`config.mk`:
```
export PLATFORM = sky130hd
export DESIGN_NAME = load_align_unit
export DESIGN_NICKNAME = d
export VERILOG_FILES = /design/src/rtl/load_align_unit.sv
export SDC_FILE = /design/constraint.sdc
export NUM_CORES = 1
export LEC_CHECK = 0
export ABC_AREA = 1
export BUFFER_PORTS_ARGS = -buffer_cell sky130_fd_sc_hd__buf_4
export CAP_MARGIN = 20
export CORE_UTILIZATION = 51
export CTS_BUF_LIST = sky130_fd_sc_hd__clkbuf_8
export DETAILED_ROUTE_END_ITERATION = 6
export GPL_TIMING_DRIVEN = 0
export PLACE_DENSITY = 0.82
export SKIP_CTS_REPAIR_TIMING = 1
export SYNTH_ARGS = -nofsm -noshare
export SYNTH_HDL_FRONTEND = slang
export SYNTH_SLANG_ARGS = --single-unit
```
`constraint.sdc`:
```
create_clock -name clk -period 1.9 [get_ports clk]
set_clock_uncertainty 0.15 [all_clocks]
set_input_delay 0.095 -clock clk [delete_from_list [all_inputs] [get_ports clk]]
set_output_delay 0.095 -clock clk [all_outputs]
set_load 0.02 [all_outputs]
```
`src/rtl/load_align_unit.sv`:
```
// Load path: word-aligned bus read via req/ack, then byte/half/word extraction with sign/zero extension.
// Latency: 2 cycles minimum for a bus access, 1 cycle for misaligned or op==00; result held until resp_ready.
module load_align_unit #(
    parameter int TIMEOUT = 255,
    parameter int TO_W    = 8
) (
    input  logic        clk,
    input  logic        reset,
    input  logic        req_valid,
    output logic        req_ready,
    input  logic [31:0] req_addr,
    input  logic [1:0]  req_op,
    input  logic        req_signed,
    output logic        bus_rd,
    output logic [31:0] bus_addr,
    input  logic        bus_ack,
    input  logic [31:0] bus_rdata,
    output logic        resp_valid,
    input  logic        resp_ready,
    output logic [31:0] resp_data,
    output logic        adel,
    output logic        bus_err
);
    localparam logic [1:0] ST_IDLE = 2'd0;
    localparam logic [1:0] ST_WAIT = 2'd1;
    localparam logic [1:0] ST_DONE = 2'd2;

    localparam logic [TO_W-1:0] CNT_LAST = TO_W'(TIMEOUT - 1);

    logic [1:0]      state_q, state_d;
    logic [1:0]      off_q, off_d;
    logic [1:0]      op_q, op_d;
    logic            sgn_q, sgn_d;
    logic            bus_rd_q, bus_rd_d;
    logic [31:0]     bus_addr_q, bus_addr_d;
    logic [31:0]     data_q, data_d;
    logic            adel_q, adel_d;
    logic            err_q, err_d;
    logic [TO_W-1:0] cnt_q, cnt_d;
    logic            misaligned;

    function automatic logic [31:0] extract(input logic [31:0] rd, input logic [1:0] off,
                                            input logic [1:0] op, input logic sgn);
        logic [7:0]  b;
        logic [15:0] h;
        logic [31:0] r;
        b = rd[{off, 3'b000} +: 8];
        h = off[1] ? rd[31:16] : rd[15:0];
        case (op)
            2'b01:   r = {{24{sgn & b[7]}}, b};
            2'b10:   r = {{16{sgn & h[15]}}, h};
            2'b11:   r = rd;
            default: r = 32'd0;
        endcase
        return r;
    endfunction

    assign misaligned = (req_op == 2'b10 && req_addr[0]) ||
                        (req_op == 2'b11 && req_addr[1:0] != 2'b00);

    always_comb begin
        state_d    = state_q;
        off_d      = off_q;
        op_d       = op_q;
        sgn_d      = sgn_q;
        bus_rd_d   = bus_rd_q;
        bus_addr_d = bus_addr_q;
        data_d     = data_q;
        adel_d     = adel_q;
        err_d      = err_q;
        cnt_d      = cnt_q;
        case (state_q)
            ST_IDLE: begin
                if (req_valid) begin
                    off_d = req_addr[1:0];
                    op_d  = req_op;
                    sgn_d = req_signed;
                    if (req_op == 2'b00) begin
                        data_d  = 32'd0;
                        state_d = ST_DONE;
                    end else if (misaligned) begin
                        data_d  = 32'd0;
                        adel_d  = 1'b1;
                        state_d = ST_DONE;
                    end else begin
                        bus_rd_d   = 1'b1;
                        bus_addr_d = {req_addr[31:2], 2'b00};
                        cnt_d      = '0;
                        state_d    = ST_WAIT;
                    end
                end
            end
            ST_WAIT: begin
                // ack takes priority over an expiring timeout in the same cycle
                if (bus_ack) begin
                    data_d   = extract(bus_rdata, off_q, op_q, sgn_q);
                    bus_rd_d = 1'b0;
                    state_d  = ST_DONE;
                end else if (cnt_q == CNT_LAST) begin
                    data_d   = 32'd0;
                    bus_rd_d = 1'b0;
                    err_d    = 1'b1;
                    state_d  = ST_DONE;
                end else begin
                    cnt_d = cnt_q + 1'b1;
                end
            end
            ST_DONE: begin
                if (resp_ready) begin
                    adel_d  = 1'b0;
                    err_d   = 1'b0;
                    state_d = ST_IDLE;
                end
            end
            default: state_d = ST_IDLE;
        endcase
    end

    always_ff @(posedge clk) begin
        if (reset) begin
            state_q    <= ST_IDLE;
            off_q      <= 2'b00;
            op_q       <= 2'b00;
            sgn_q      <= 1'b0;
            bus_rd_q   <= 1'b0;
            bus_addr_q <= 32'd0;
            data_q     <= 32'd0;
            adel_q     <= 1'b0;
            err_q      <= 1'b0;
            cnt_q      <= '0;
        end else begin
            state_q    <= state_d;
            off_q      <= off_d;
            op_q       <= op_d;
            sgn_q      <= sgn_d;
            bus_rd_q   <= bus_rd_d;
            bus_addr_q <= bus_addr_d;
            data_q     <= data_d;
            adel_q     <= adel_d;
            err_q      <= err_d;
            cnt_q      <= cnt_d;
        end
    end

    assign req_ready  = (state_q == ST_IDLE);
    assign resp_valid = (state_q == ST_DONE);
    assign bus_rd     = bus_rd_q;
    assign bus_addr   = bus_addr_q;
    assign resp_data  = data_q;
    assign adel       = adel_q;
    assign bus_err    = err_q;
endmodule

```
**Yosys cells after proc, flatten, opt, wreduce, memory -nomap -nowiden**

Cells that the tools add are included.

- Register bits: 80
- Latch bits: 0
- Bits in writable memories: 0
- Bits in read-only memories: 0
- Bits of input ports: 72
- Output and inout bits: 69
- Logic and storage cells: 86
- Memories: 0

- $add $sub $neg: 1
- $mul: 0
- Div/mod/pow operators: 0
- Magnitude comparators: 0
- Equality and inequality tests: 18
- Shift-type cells: 1
- Multiplexer cells: 35
- Bitwise operators: 4
- Reductions and logical operators: 17

Operator list:

| operator | number |
|---|---|
| $mux 32 | 5 |
| $pmux 32 s3 | 1 |
| $pmux 32 s2 | 1 |
| $mux 8 | 5 |
| $shiftx 32x6->8 | 1 |
| $mux 16 | 1 |
| $pmux 8 s2 | 1 |
| $mux 2 | 6 |
| $ne 2x2->1 const B | 6 |
| $reduce_and 4->1 | 3 |
| $mux 1 | 11 |
| $eq 2x2->1 const B | 5 |
| $reduce_and 5->1 | 2 |
| $add 8x1->8 const B | 1 |
| $eq 8x8->1 const B | 1 |
| $reduce_bool 2->1 | 4 |
| $pmux 1 s2 | 3 |
| $pmux 2 s3 | 1 |
| $reduce_and 6->1 | 1 |
| $eq 2x1->1 const B | 2 |
| $logic_not 2->1 | 2 |
| $ne 2x1->1 const B | 2 |
| $ne 3x1->1 const B | 1 |
| $ne 3x3->1 const B | 1 |
| other kinds (6) | 9 |

**Depth between registers and ports, before layout**

- Word-level depth: 7
- Depth in mapped cells: 11
- Depth with buffers taken out: 10

**Least setup slack after synthesis**

OpenSTA, ideal clock, no wires.

- Path kind: register to register
- From: register state_q[1]
- To: register data_q[21] (netlist: resp_data[21])
- Setup time: 0.142 ns
- Arrival time: 1.326 ns
- Required time: 1.608 ns
- Path slack: 0.282 ns
- Stages on the path, launching flop included: 9
- Path buffers: 2
- Period minus slack after synthesis: 1.618 ns
- Path through: dfxtp_1 nor2_2 nand2_1 buf_4 nand3_1 nand2_2 buf_2 nand2_1 a21oi_2

- Word-level cells in the longest chain between the ends: 3
- Elaborated cells on any way between the ends: 8
- Classes of those cells: 4 x eq/ne; 1 x mux; 3 x reduce/logical

RTL lines:

| item | RTL line | text |
|---|---|---|
| start: declaration | 30 | `logic [1:0] state_q, state_d;` |
| start signal: assignment | 132 | `state_q <= state_d;` |
| $logic_not 2->1 (*) | -- |  |
| via req_ready | 10 | `output logic req_ready,` |
| $ne 3x1->1 (no line) (tied with other cells) | -- |  |
| $reduce_and 4->1 (no line) | -- |  |
| end signal: assignment | 138 | `data_q <= data_d;` |
| end: declaration | 36 | `logic [31:0] data_q, data_d;` |

Mark *: on every way through the listed nets, which the timed path passes. The rest lies on a longest branch.
A chain may end at the register's enable or synchronous reset.

**Worst setup path after layout**

- From: input port req_op[1]
- To: register bus_addr_q[31] (netlist: bus_addr[31])

- Word-level cells in the longest chain between the ends: 5
- Elaborated cells on any way between the ends: 9
- Classes of those cells: 2 x eq/ne; 2 x bitwise; 5 x reduce/logical

RTL lines:

| item | RTL line | text |
|---|---|---|
| start: declaration | 12 | `input logic [1:0] req_op,` |
| $eq 2x2->1, on equally long branches | 58, 59 |  |
| $logic_and 1x1->1, on equally long branches | 58, 59 |  |
| $logic_or 1x1->1 | 58 | `assign misaligned = (req_op == 2'b10 && req_addr[0]) \|\|` |
| $not 1->1 (no line) | -- |  |
| $reduce_and 4->1 (no line) (*) | -- |  |
| end signal: assignment | 137 | `bus_addr_q <= bus_addr_d;` |
| end: declaration | 35 | `logic [31:0] bus_addr_q, bus_addr_d;` |

Every way passes the cells marked *; elsewhere a longest branch is shown, timed or not.

==> results.sh <==
export IMPL_track_usage_pct=28.8
export IMPL_place_gp_congestion=0.901
export IMPL_maxCapViolations=0
export IMPL_wl_per_cell_um=13.9
export IMPL_power_per_cell_area_nw_per_um2=685
export IMPL_fin_cells=880
export IMPL_drt_wl_total_um=12300
export IMPL_synth_edf_count=0
export IMPL_synth_top_family_by_area="simple AND/OR/NAND/NOR gates"
export IMPL_num_fill_cells=573
export IMPL_cts_tree="built"
export IMPL_synthAdderAreaFrac_pct=0.641
export IMPL_grt_max_degree=16
export IMPL_path_buf_inv=3
export IMPL_route_met3_wl_um=815
export IMPL_synth_main_ff_cell="dfxtp_1"
export IMPL_row_count=31
export IMPL_fmax_ghz=0.553
export IMPL_end_kind="register"
export IMPL_syn_avg_cell_area_sq_um=6.63
export IMPL_synth_common_cells="268 x nand2_1, 80 x dfxtp_1, 66 x a21oi_1"
export IMPL_clk_pin_slew_worst_paths_ps=90
export IMPL_port_buffers=137
export IMPL_wl_met2_um=5950
export IMPL_utilization_pct=76.8
export IMPL_gr_total_overflow=0
export IMPL_firstDrtPassIters=7
export IMPL_drive_above_1_share_pct=27.3
export IMPL_cp_cell_sequence="dlygate4sd3_1, buf_4, or2_2, nand3_2, clkbuf_1, nand2_1, a21oi_1"
export IMPL_synth_most_common_cell="nand2_1"
export IMPL_m1WireLength_um=5140
export IMPL_drtIter0Drc=387
export IMPL_die_h_um=89.5
export IMPL_setup_tns_ps=0
export IMPL_vias=4507
export IMPL_fin_crit_sh_pct=95.2
export IMPL_slowest_delay_ps=540
export IMPL_slew_viol_final=0
export IMPL_synth_seq_area_share_pct=41.0
export IMPL_fin_ws_ps=91.5
export IMPL_drt_drc_violations_left=0
export IMPL_p_leak_nw=2.67
export IMPL_hold_slack_ps=-19.3
export IMPL_synthDominantCellAreaShare_pct=41.0
export IMPL_violations="hold timing"
export IMPL_finalSetupViolCount=0
export IMPL_worstMarginPinSlew_ps=661
export IMPL_start_util_pct=53.3
export IMPL_placed_cells=826
export IMPL_via_per_inst=5.12
export IMPL_htree_levels=3
export IMPL_synth_compound_area_share_pct=15.4
export IMPL_top_layer="met4"
export IMPL_die_width_um=89.5
export IMPL_final_nets=849
export IMPL_postRouteAntennaNets=0
export IMPL_layout_min_cycle_time_ps=1810
export IMPL_grt_pass1_wl_um=17400
export IMPL_clk_latency_ps=360
export IMPL_synth_area_top_cells="dfxtp_1 41%, nand2_1 26%, a21oi_1 8.5%"
export IMPL_root_buffer="clkbuf_8"
export IMPL_synthArstFlopShare_pct=0
export IMPL_required_ps=2040
export IMPL_ios=141
export IMPL_die_area_sq_um=8010
export IMPL_grt_pass1_vias=3699
export IMPL_grt_setup_unrepaired="no"
export IMPL_ir_worst_vdd_uv=508
export IMPL_synth_mux_area_share_pct=0
export IMPL_place_ws_ps=97.2
export IMPL_netlist_instances=589
export IMPL_path_delay_family="buffers and inverters"
export IMPL_yosys_warnings=0
export IMPL_crit_arrival_ps=1950
export IMPL_outcome="finished, violations left"
export IMPL_synthSimpleGateAreaFrac_pct=33.2
export IMPL_start_kind="primary input"
export IMPL_core_sq_um=7330
export IMPL_critical_path_slowest_cell="dlygate4sd3_1"
export IMPL_critPathKind="in2reg"
export IMPL_critPathMaxFanout=10
export IMPL_hold_class="in2reg"
export IMPL_cts_buffer_depth=2
export IMPL_area_growth_pct=44.1
export IMPL_yosys_register_bits=80
export IMPL_yosysTopAreaCell="dfxtp_1"
export IMPL_antenna_found_initial=1
export IMPL_place_hpwl_um=8650
export IMPL_relSlewSlack_pct=55.9
export IMPL_synth_xor_area_share_pct=0.224
export IMPL_yosysUniqueCellTypes=30
export IMPL_cts_sinks=80
export IMPL_synth_area_sq_um=3910
export IMPL_cts_inserted_buffers=9
export IMPL_hold_violations=4
power breakdown:
group	total (W)	leakage (nW)	switching [W]	internal (W)
clock network	0.00123	0.0910	0.000701	0.000529
logic	0.000841	1.93	0.000482	0.000359
registers	0.00179	0.650	0.0000472	0.00174
total	0.00386	2.67	0.00123	0.00263
area by class of cell:
class | instances | area, sq um | area share, %
clock buffer | 10 | 138 | 2.44
clock inverter | 6 | 52.6 | 0.934
buffer | 32 | 204 | 3.62
inverter | 45 | 169 | 3.00
sequential | 80 | 1600 | 28.5
multi-input combinational | 433 | 1940 | 34.4
tap | 99 | 124 | 2.20
timing repair buffer | 174 | 1400 | 24.8
antenna | 1 | 2.50 | 0.0445
layout by cell type, fill, tap and decap left out, drive strengths merged, types with 2 or more instances in the layout:
| master | netlist | routed |
|---|---|---|
| a21oi | 83 | 83 |
| clkinv | 2 | 4 |
| conb | 1 | 2 |
| clkinvlp | 0 | 2 |
| inv | 43 | 45 |
| dlygate4sd3 | 0 | 37 |
| clkbuf | 12 | 23 |
| buf | 20 | 156 |
| nor2 | 26 | 26 |
| ha | 2 | 2 |
| o21ai | 18 | 18 |
| dfxtp | 80 | 80 |
| nand3 | 18 | 18 |
| nand2 | 276 | 276 |
state kept, by name (all words and copies together) (netlist names):
signal / flops
bus_rd: 1
adel: 1
op_q: 2
sgn_q: 1
resp_data: 32
cnt_q: 8
off_q: 2
bus_err: 1
state_q: 2
bus_addr: 30
logic make-up after synthesis:
logic type | Yosys count
adder cells (fa/ha/maj) | 2
XOR/XNOR | 1
flip-flops | 80
AO/OA/AOI/OAI | 105
AND/OR/NAND/NOR | 323
buffers and inverters | 77
other | 1
metrics by stage:
stage	instance area, sq um	total power [W]
after floorplan	3910	0.00226
after global placement	5060	0.00257
after detailed placement	5060	0.00258
after CTS	5250	0.00379
after global routing	5630	0.00402
final	5630	0.00386
routing by layer:
layer	vias up	GRT usage [%]
met2	206	46.6
li1	2213	-
met4	0	11.5
met1	2059	38.8
met3	29	4.06
met5	-	0
path summary, 6_finish.rpt:
check	from	end	slack [ps]	cells past startpoint
max	req_op[1]	bus_addr[31]$_SDFFE_PP0P_	90	7
min	req_valid	sgn_q$_SDFFE_PP0P_	-20	5
max reg2reg	cnt_q[1]$_SDFFE_PP0P_	resp_data[23]$_SDFFE_PP0P_	130	9
min reg2reg	bus_addr[12]$_SDFFE_PP0P_	bus_addr[12]$_SDFFE_PP0P_	320	2
worst register-to-register path, delay by kind of cell, from the launching register on:
kind	cells	cell delay [ps]
compound gates	1	60
fa+ha+maj	1	170
buf+inv	1	230
flops	1	420
simple gates	6	610
No activity file was read; power rests on OpenSTA's default activity.
